[src/rtl/cpu6502_irq_timer_pkg.sv]
// Shared register map, bit positions and reset values for the 6502 IRQ timer.
package cpu6502_irq_timer_pkg;

  typedef enum logic [2:0] {
    TMR_CTRL     = 3'd0,
    TMR_STATUS   = 3'd1,
    TMR_RELOAD_L = 3'd2,
    TMR_RELOAD_H = 3'd3,
    TMR_COUNT_L  = 3'd4,
    TMR_COUNT_H  = 3'd5,
    TMR_PRESCALE = 3'd6,
    TMR_WDOG     = 3'd7
  } tmrReg_e;

  localparam int unsigned CTRL_RUN       = 0;
  localparam int unsigned CTRL_PERIODIC  = 1;
  localparam int unsigned CTRL_IRQEN     = 2;
  localparam int unsigned STATUS_EXPIRED = 0;
  localparam int unsigned STATUS_RUN     = 1;

  localparam logic [7:0]  REG_RESET   = '0;
  localparam logic [15:0] COUNT_RESET = '0;

endpackage

[src/rtl/cpu6502_tick_prescaler.sv]
// 8-bit prescaler: emits one tick every (divisor+1) enabled cycles while run is high.
module cpu6502_tick_prescaler
  import cpu6502_irq_timer_pkg::*;
(
  input  logic       clock,
  input  logic       reset,
  input  logic       enable,
  input  logic       run,
  input  logic       load,
  input  logic [7:0] divisor,
  output logic       tick
);

  logic [7:0] pre;

  assign tick = enable && run && (pre == '0);

  always_ff @(posedge clock or posedge reset) begin
    if (reset) begin
      pre <= REG_RESET;
    end else if (enable) begin
      if (load) begin
        pre <= divisor;
      end else if (run) begin
        pre <= (pre == '0) ? divisor : pre - 8'd1;
      end
    end
  end

endmodule

[src/rtl/cpu6502_irq_timer.sv]
// Memory-mapped timer/interrupt source for the 6502 bus, registers at BASE_ADDR..BASE_ADDR+7.
// Optional watchdog NMI source enabled by defining CPU6502_IRQ_TIMER_WATCHDOG_EN.
module cpu6502_irq_timer
  import cpu6502_irq_timer_pkg::*;
#(
  parameter logic [15:0] BASE_ADDR        = 16'hD000,
  parameter int unsigned NMI_PULSE_CYCLES = 2,
  parameter logic [15:0] WDOG_TIMEOUT     = 16'h0FFF
) (
  input  logic        clock,
  input  logic        reset,
  input  logic        enable,
  input  logic [15:0] address,
  input  logic [7:0]  dataIn,
  input  logic        dataWriteEnable,
  output logic [7:0]  dataOut,
  output logic        selected,
  output logic        nIRQ,
  output logic        nNMI
);

  localparam logic [3:0] NMI_LEN = 4'(NMI_PULSE_CYCLES);

  logic        run, periodic, irqEn, expired;
  logic [15:0] reload, count;
  logic [7:0]  prescale, snapshot;
  logic        nIrqReg;
  logic        wdogArmed;
  logic        tick, timerTick, expire, startLoad, statusClr;
  logic        busWr, busRd;
  tmrReg_e     regSel;

  assign selected = (address[15:3] == BASE_ADDR[15:3]);
  assign regSel   = tmrReg_e'(address[2:0]);
  assign busWr    = enable && selected && dataWriteEnable;
  assign busRd    = enable && selected && !dataWriteEnable;

  assign startLoad = busWr && (regSel == TMR_CTRL) && dataIn[CTRL_RUN] && !run;
  assign timerTick = tick && run;
  assign expire    = timerTick && (count == '0);
  assign statusClr = (busRd && (regSel == TMR_STATUS)) ||
                     (busWr && (regSel == TMR_STATUS) && dataIn[STATUS_EXPIRED]);

  cpu6502_tick_prescaler uPrescaler (
    .clock   (clock),
    .reset   (reset),
    .enable  (enable),
    .run     (run || wdogArmed),
    .load    (startLoad),
    .divisor (prescale),
    .tick    (tick)
  );

  always_ff @(posedge clock or posedge reset) begin
    if (reset) begin
      run      <= 1'b0;
      periodic <= 1'b0;
      irqEn    <= 1'b0;
      expired  <= 1'b0;
      reload   <= COUNT_RESET;
      count    <= COUNT_RESET;
      prescale <= REG_RESET;
      snapshot <= REG_RESET;
      nIrqReg  <= 1'b1;
    end else if (enable) begin
      nIrqReg <= ~(expired & irqEn);

      if (timerTick) begin
        if (count == '0) begin
          if (periodic) count <= reload;
          else          run   <= 1'b0;
        end else begin
          count <= count - 16'd1;
        end
      end

      // Expiry is applied after the clear so a coincident clear loses.
      if (statusClr) expired <= 1'b0;
      if (expire)    expired <= 1'b1;

      if (busWr) begin
        case (regSel)
          TMR_CTRL: begin
            periodic <= dataIn[CTRL_PERIODIC];
            irqEn    <= dataIn[CTRL_IRQEN];
            if (startLoad) begin
              run   <= 1'b1;
              count <= reload;
            end else if (!dataIn[CTRL_RUN]) begin
              run <= 1'b0;
            end
          end
          TMR_RELOAD_L: reload[7:0]  <= dataIn;
          TMR_RELOAD_H: reload[15:8] <= dataIn;
          TMR_PRESCALE: prescale     <= dataIn;
          default: ;
        endcase
      end

      if (busRd && (regSel == TMR_COUNT_L)) snapshot <= count[15:8];
    end
  end

  assign nIRQ = nIrqReg;

`ifdef CPU6502_IRQ_TIMER_WATCHDOG_EN
  logic [15:0] wdog;
  logic [3:0]  nmiCnt;

  always_ff @(posedge clock or posedge reset) begin
    if (reset) begin
      wdogArmed <= 1'b0;
      wdog      <= COUNT_RESET;
      nmiCnt    <= '0;
    end else if (enable) begin
      if (nmiCnt != '0) nmiCnt <= nmiCnt - 4'd1;
      if (busWr && (regSel == TMR_WDOG)) begin
        wdogArmed <= 1'b1;
        wdog      <= WDOG_TIMEOUT;
      end else if (wdogArmed && tick) begin
        if (wdog == '0) begin
          wdog   <= WDOG_TIMEOUT;
          nmiCnt <= NMI_LEN;
        end else begin
          wdog <= wdog - 16'd1;
        end
      end
    end
  end

  assign nNMI = (nmiCnt == '0);
`else
  logic unusedWdogCfg;
  assign unusedWdogCfg = ^{WDOG_TIMEOUT, NMI_LEN};
  assign wdogArmed     = 1'b0;
  assign nNMI          = 1'b1;
`endif

  always_comb begin
    dataOut = '0;
    if (selected) begin
      case (regSel)
        TMR_CTRL:     dataOut = {5'b0, irqEn, periodic, run};
        TMR_STATUS:   dataOut = {6'b0, run, expired};
        TMR_RELOAD_L: dataOut = reload[7:0];
        TMR_RELOAD_H: dataOut = reload[15:8];
        TMR_COUNT_L:  dataOut = count[7:0];
        TMR_COUNT_H:  dataOut = snapshot;
        TMR_PRESCALE: dataOut = prescale;
        TMR_WDOG:     dataOut = {7'b0, wdogArmed};
        default:      dataOut = '0;
      endcase
    end
  end

endmodule

[config.mk]
export PLATFORM = sky130hd
export DESIGN_NAME = cpu6502_irq_timer
export DESIGN_NICKNAME = d
export VERILOG_FILES = /design/src/rtl/cpu6502_irq_timer_pkg.sv /design/src/rtl/cpu6502_tick_prescaler.sv /design/src/rtl/cpu6502_irq_timer.sv
export SDC_FILE = /design/constraint.sdc
export NUM_CORES = 1
export LEC_CHECK = 0
export BUFFER_PORTS_ARGS = -buffer_cell sky130_fd_sc_hd__clkbuf_2
export CORE_UTILIZATION = 51
export DETAILED_ROUTE_END_ITERATION = 16
export GPL_ROUTABILITY_DRIVEN = 0
export PLACE_DENSITY_LB_ADDON = 0.3
export SLEW_MARGIN = 10
export SYNTH_ARGS = -nofsm -noshare
export SYNTH_HDL_FRONTEND = slang
export SYNTH_SLANG_ARGS = --single-unit
export TNS_END_PERCENT = 30
[constraint.sdc]
create_clock -name clock -period 6.8 [get_ports clock]
set_clock_uncertainty 0.15 [all_clocks]
set_input_delay 1.02 -clock clock [delete_from_list [all_inputs] [get_ports clock]]
set_output_delay 1.02 -clock clock [all_outputs]
set_load 0.005 [all_outputs]
==> metrics <==
Setup crit start kind primary input; final max-slew violation count 0; via count 3361; maximum vdd drop 0.0001354 V; WL/cell 20.11 um; Levels on crit path 7; row count 30; GRT Residual Overflow 0; Die Span Y 86.64 um; share of cells above drive strength 1 0.2447; Synth Flop Type dfrtp_1; distinct cell type count after synthesis 57; Clk Latency, worst-skew pair 0.35 ns; FFs w/ async S/R, synth 1.000; sequential fraction of the synthesis area 0.4182; nets@finish ~450; total wire length 10.40 mm; Clock Pin Slew Worst Setup and Hold Paths 0.06 ns; vias in the first global route 3197; area of the die roughly 0.0075 mm2; DP Worst Slack 3.085 ns; Tot GR Track Use 0.2960; critical path's top delay family simple AND/OR/NAND/NOR gates; DR vias/cell between 6 and 7; Initial DRC Count 453; Post-Syn Area per Cell 9.490 um2; RSZ-0062 raised after global routing false; Clock Sinks 61; Fill cells a little over 600; GR peak layer met2; Worst Setup End Kind output port; Ys Warns 0; Detailed Place HPWL ~7.5 mm; Period minus WS final 3.764 ns; Slowest-stage cell, CP nor2b_1; worst path buffer plus inverter count 2; Synthesized Nets 417; largest net degree at the start of global routing just over 60; crit path cell chain clkbuf_2, nor2b_1, a22o_1, a222oi_1, a21boi_0, nor3_1, clkbuf_2; Layout area overhead 12.77%; Critical Path AT 2.59 ns; Post-synth EDFFs 0; Starting Density 0.5319; final worst setup slack 3.036 ns; Crit Path Class in2out; Final TNS setup 0 ns; leakage power 1.908 nW; period utilization 0.5536; Hold Path Class reg2reg; worst-margin pin slew 0.7626 ns; post-synthesis register bit count 61; Synth Cell Area 0.003654 mm2; Power Density 186.6 mW/mm2; number of port buffers 37; final hold violations 0; die width 86.64 um; most used cell, CP clkbuf_2; core area 0.006869 mm2; Antenna Cells 0; Post-CTS Setup Bufs 0; Critical Path RT about 5.6 ns; status finished clean; met1 GRT Util 0.4042; # IOs 39; Max Freq 265.7 MHz; final setup violation count 0; Remaining DRCs 0; total CTS buffers 9; DRT antenna net count 0; initial antenna violation count 0; Syn Inst Count 385; CTS tree built; max cap viols 0; Clock H-tree levels 3; cell depth of the worst flop-to-flop path 6; Worst path max stage delay 0.42 ns; slew margin rel. 0.4916; Hold Slack 0.3351 ns; Resize count post-CTS 0; met2 Resource Use GR 0.4545; drt pass-1 iters 5; GRT met3 Usage 0.05524; total placed instance area 0.003894 mm2; design area 0.004120 mm2; Layout Cells excl Fill roughly 520; Hold Buf Count CTS 0; worst hold path cell count 1; clk root buf clkbuf_8; dpl cells 501; first-pass GRT wire length 16.57 mm; clk buf depth 2; CP max FO 20
## cell type report
class | instances | area, um2 | share of cell area
Inverter | 13 | 48.80 | 0.01184
Clock buffer | 13 | 158.9 | 0.03857
Sequential cell | 61 | 1528 | 0.3708
Tap cell | 96 | 120.1 | 0.02915
Clock inverter | 3 | 67.56 | 0.01640
Multi-Input combinational cell | 291 | 1989 | 0.4828
Timing Repair Buffer | 40 | 207.7 | 0.05041
## registers in the layout, summed over array words and instances (netlist names)
name and count:
count 16, prescale 8, snapshot 8, expired 1, run 1, nIRQ 1
uPrescaler.pre 8, periodic 1, reload 16, irqEn 1
## metrics by stage
stage	power, W	util
2_1_floorplan	0.0003889	-
3_3_place_gp	0.0004039	0.5668
3_5_place_dp	0.0004047	0.5668
4_1_cts	0.0007707	0.5998
5_1_grt	0.0007921	0.5998
6_report	0.0007686	0.5998
## where the power goes
part           internal, W  switching (W)
Clock             0.000227       0.000144
Combinational    0.0000113      0.0000234
Sequential        0.000363    0.000000257
Total             0.000601       0.000168
## metal layers
| layer | share of wire | routed length (um) |
|---|---|---|
| met5 | 0 | 0 |
| met4 | 0.034 | 349 |
| met3 | 0.086 | 892 |
| met2 | 0.45 | 4640 |
| met1 | 0.43 | 4513 |
## cells in the mapped netlist, drive strengths merged (2+ instances only)
cell type / count / area [um2]
a32oi: 2 / 17.52
nor2: 36 / 142.6
inv: 13 / 48.80
a21boi: 2 / 15.01
nor4: 10 / 75.07
or3: 4 / 25.02
a222oi: 6 / 60.06
a211oi: 3 / 22.52
nor3b: 2 / 15.01
nand3: 12 / 60.06
nor4bb: 2 / 20.02
or4: 4 / 33.78
o22ai: 6 / 37.54
mux2i: 5 / 50.05
and3: 3 / 18.77
mux2: 41 / 461.7
ha: 4 / 50.05
nor2b: 7 / 43.79
dfrtp: 60 / 1501
o21ai: 21 / 105.1
a21oi: 20 / 100.1
a211o: 4 / 35.03
nand2b: 5 / 31.28
nand4: 5 / 31.28
o31ai: 6 / 45.04
o211ai: 2 / 15.01
a31oi: 4 / 25.02
nand2: 28 / 107.6
o32ai: 2 / 17.52
nor4b: 2 / 17.52
nor3: 17 / 85.08
a221o: 4 / 40.04
and2: 2 / 12.51
clkbuf: 16 / 60.06
and4: 2 / 17.52
buf: 4 / 27.52
a22o: 6 / 52.55
o311a: 2 / 20.02
## logic make-up (layout without fill, tap and decap cells)
family / count (synthesis) / count (layout) / synth area share
other: 1 / 1 / 0.001026
and+or+nand+nor: 144 / 144 / 0.2086
xor gates and xnor gates: 1 / 1 / 0.002398
buffers and inverters: 33 / 69 / 0.03733
adders and majority gates: 4 / 4 / 0.01370
AOI/OAI and AO/OA: 95 / 95 / 0.1788
muxes: 46 / 46 / 0.1401
DFF: 61 / 61 / 0.4182
## path summary, 6_finish.rpt
check	from	to	slack, ns
min reg2reg	expired	nIRQ	0.34
max	address[0]	dataOut[0]	3.04
min	expired	nIRQ	0.34
min in group asynchronous	reset	count[4]	0.72
max in group asynchronous	reset	reload[8]	5.27
max reg2reg	count[6]	count[1]	3.87
## cell usage in the layout, fill, tap and decap left out, drive strengths merged, types with 7 or more instances in the layout
cell    count
nand2      28
mux2       41
nor2       36
nor3       17
nand3      12
a21oi      20
o21ai      21
dfrtp      60
clkbuf     50
nor2b       7
inv        13
nor4       10
Power figures use the tool's default switching activity.
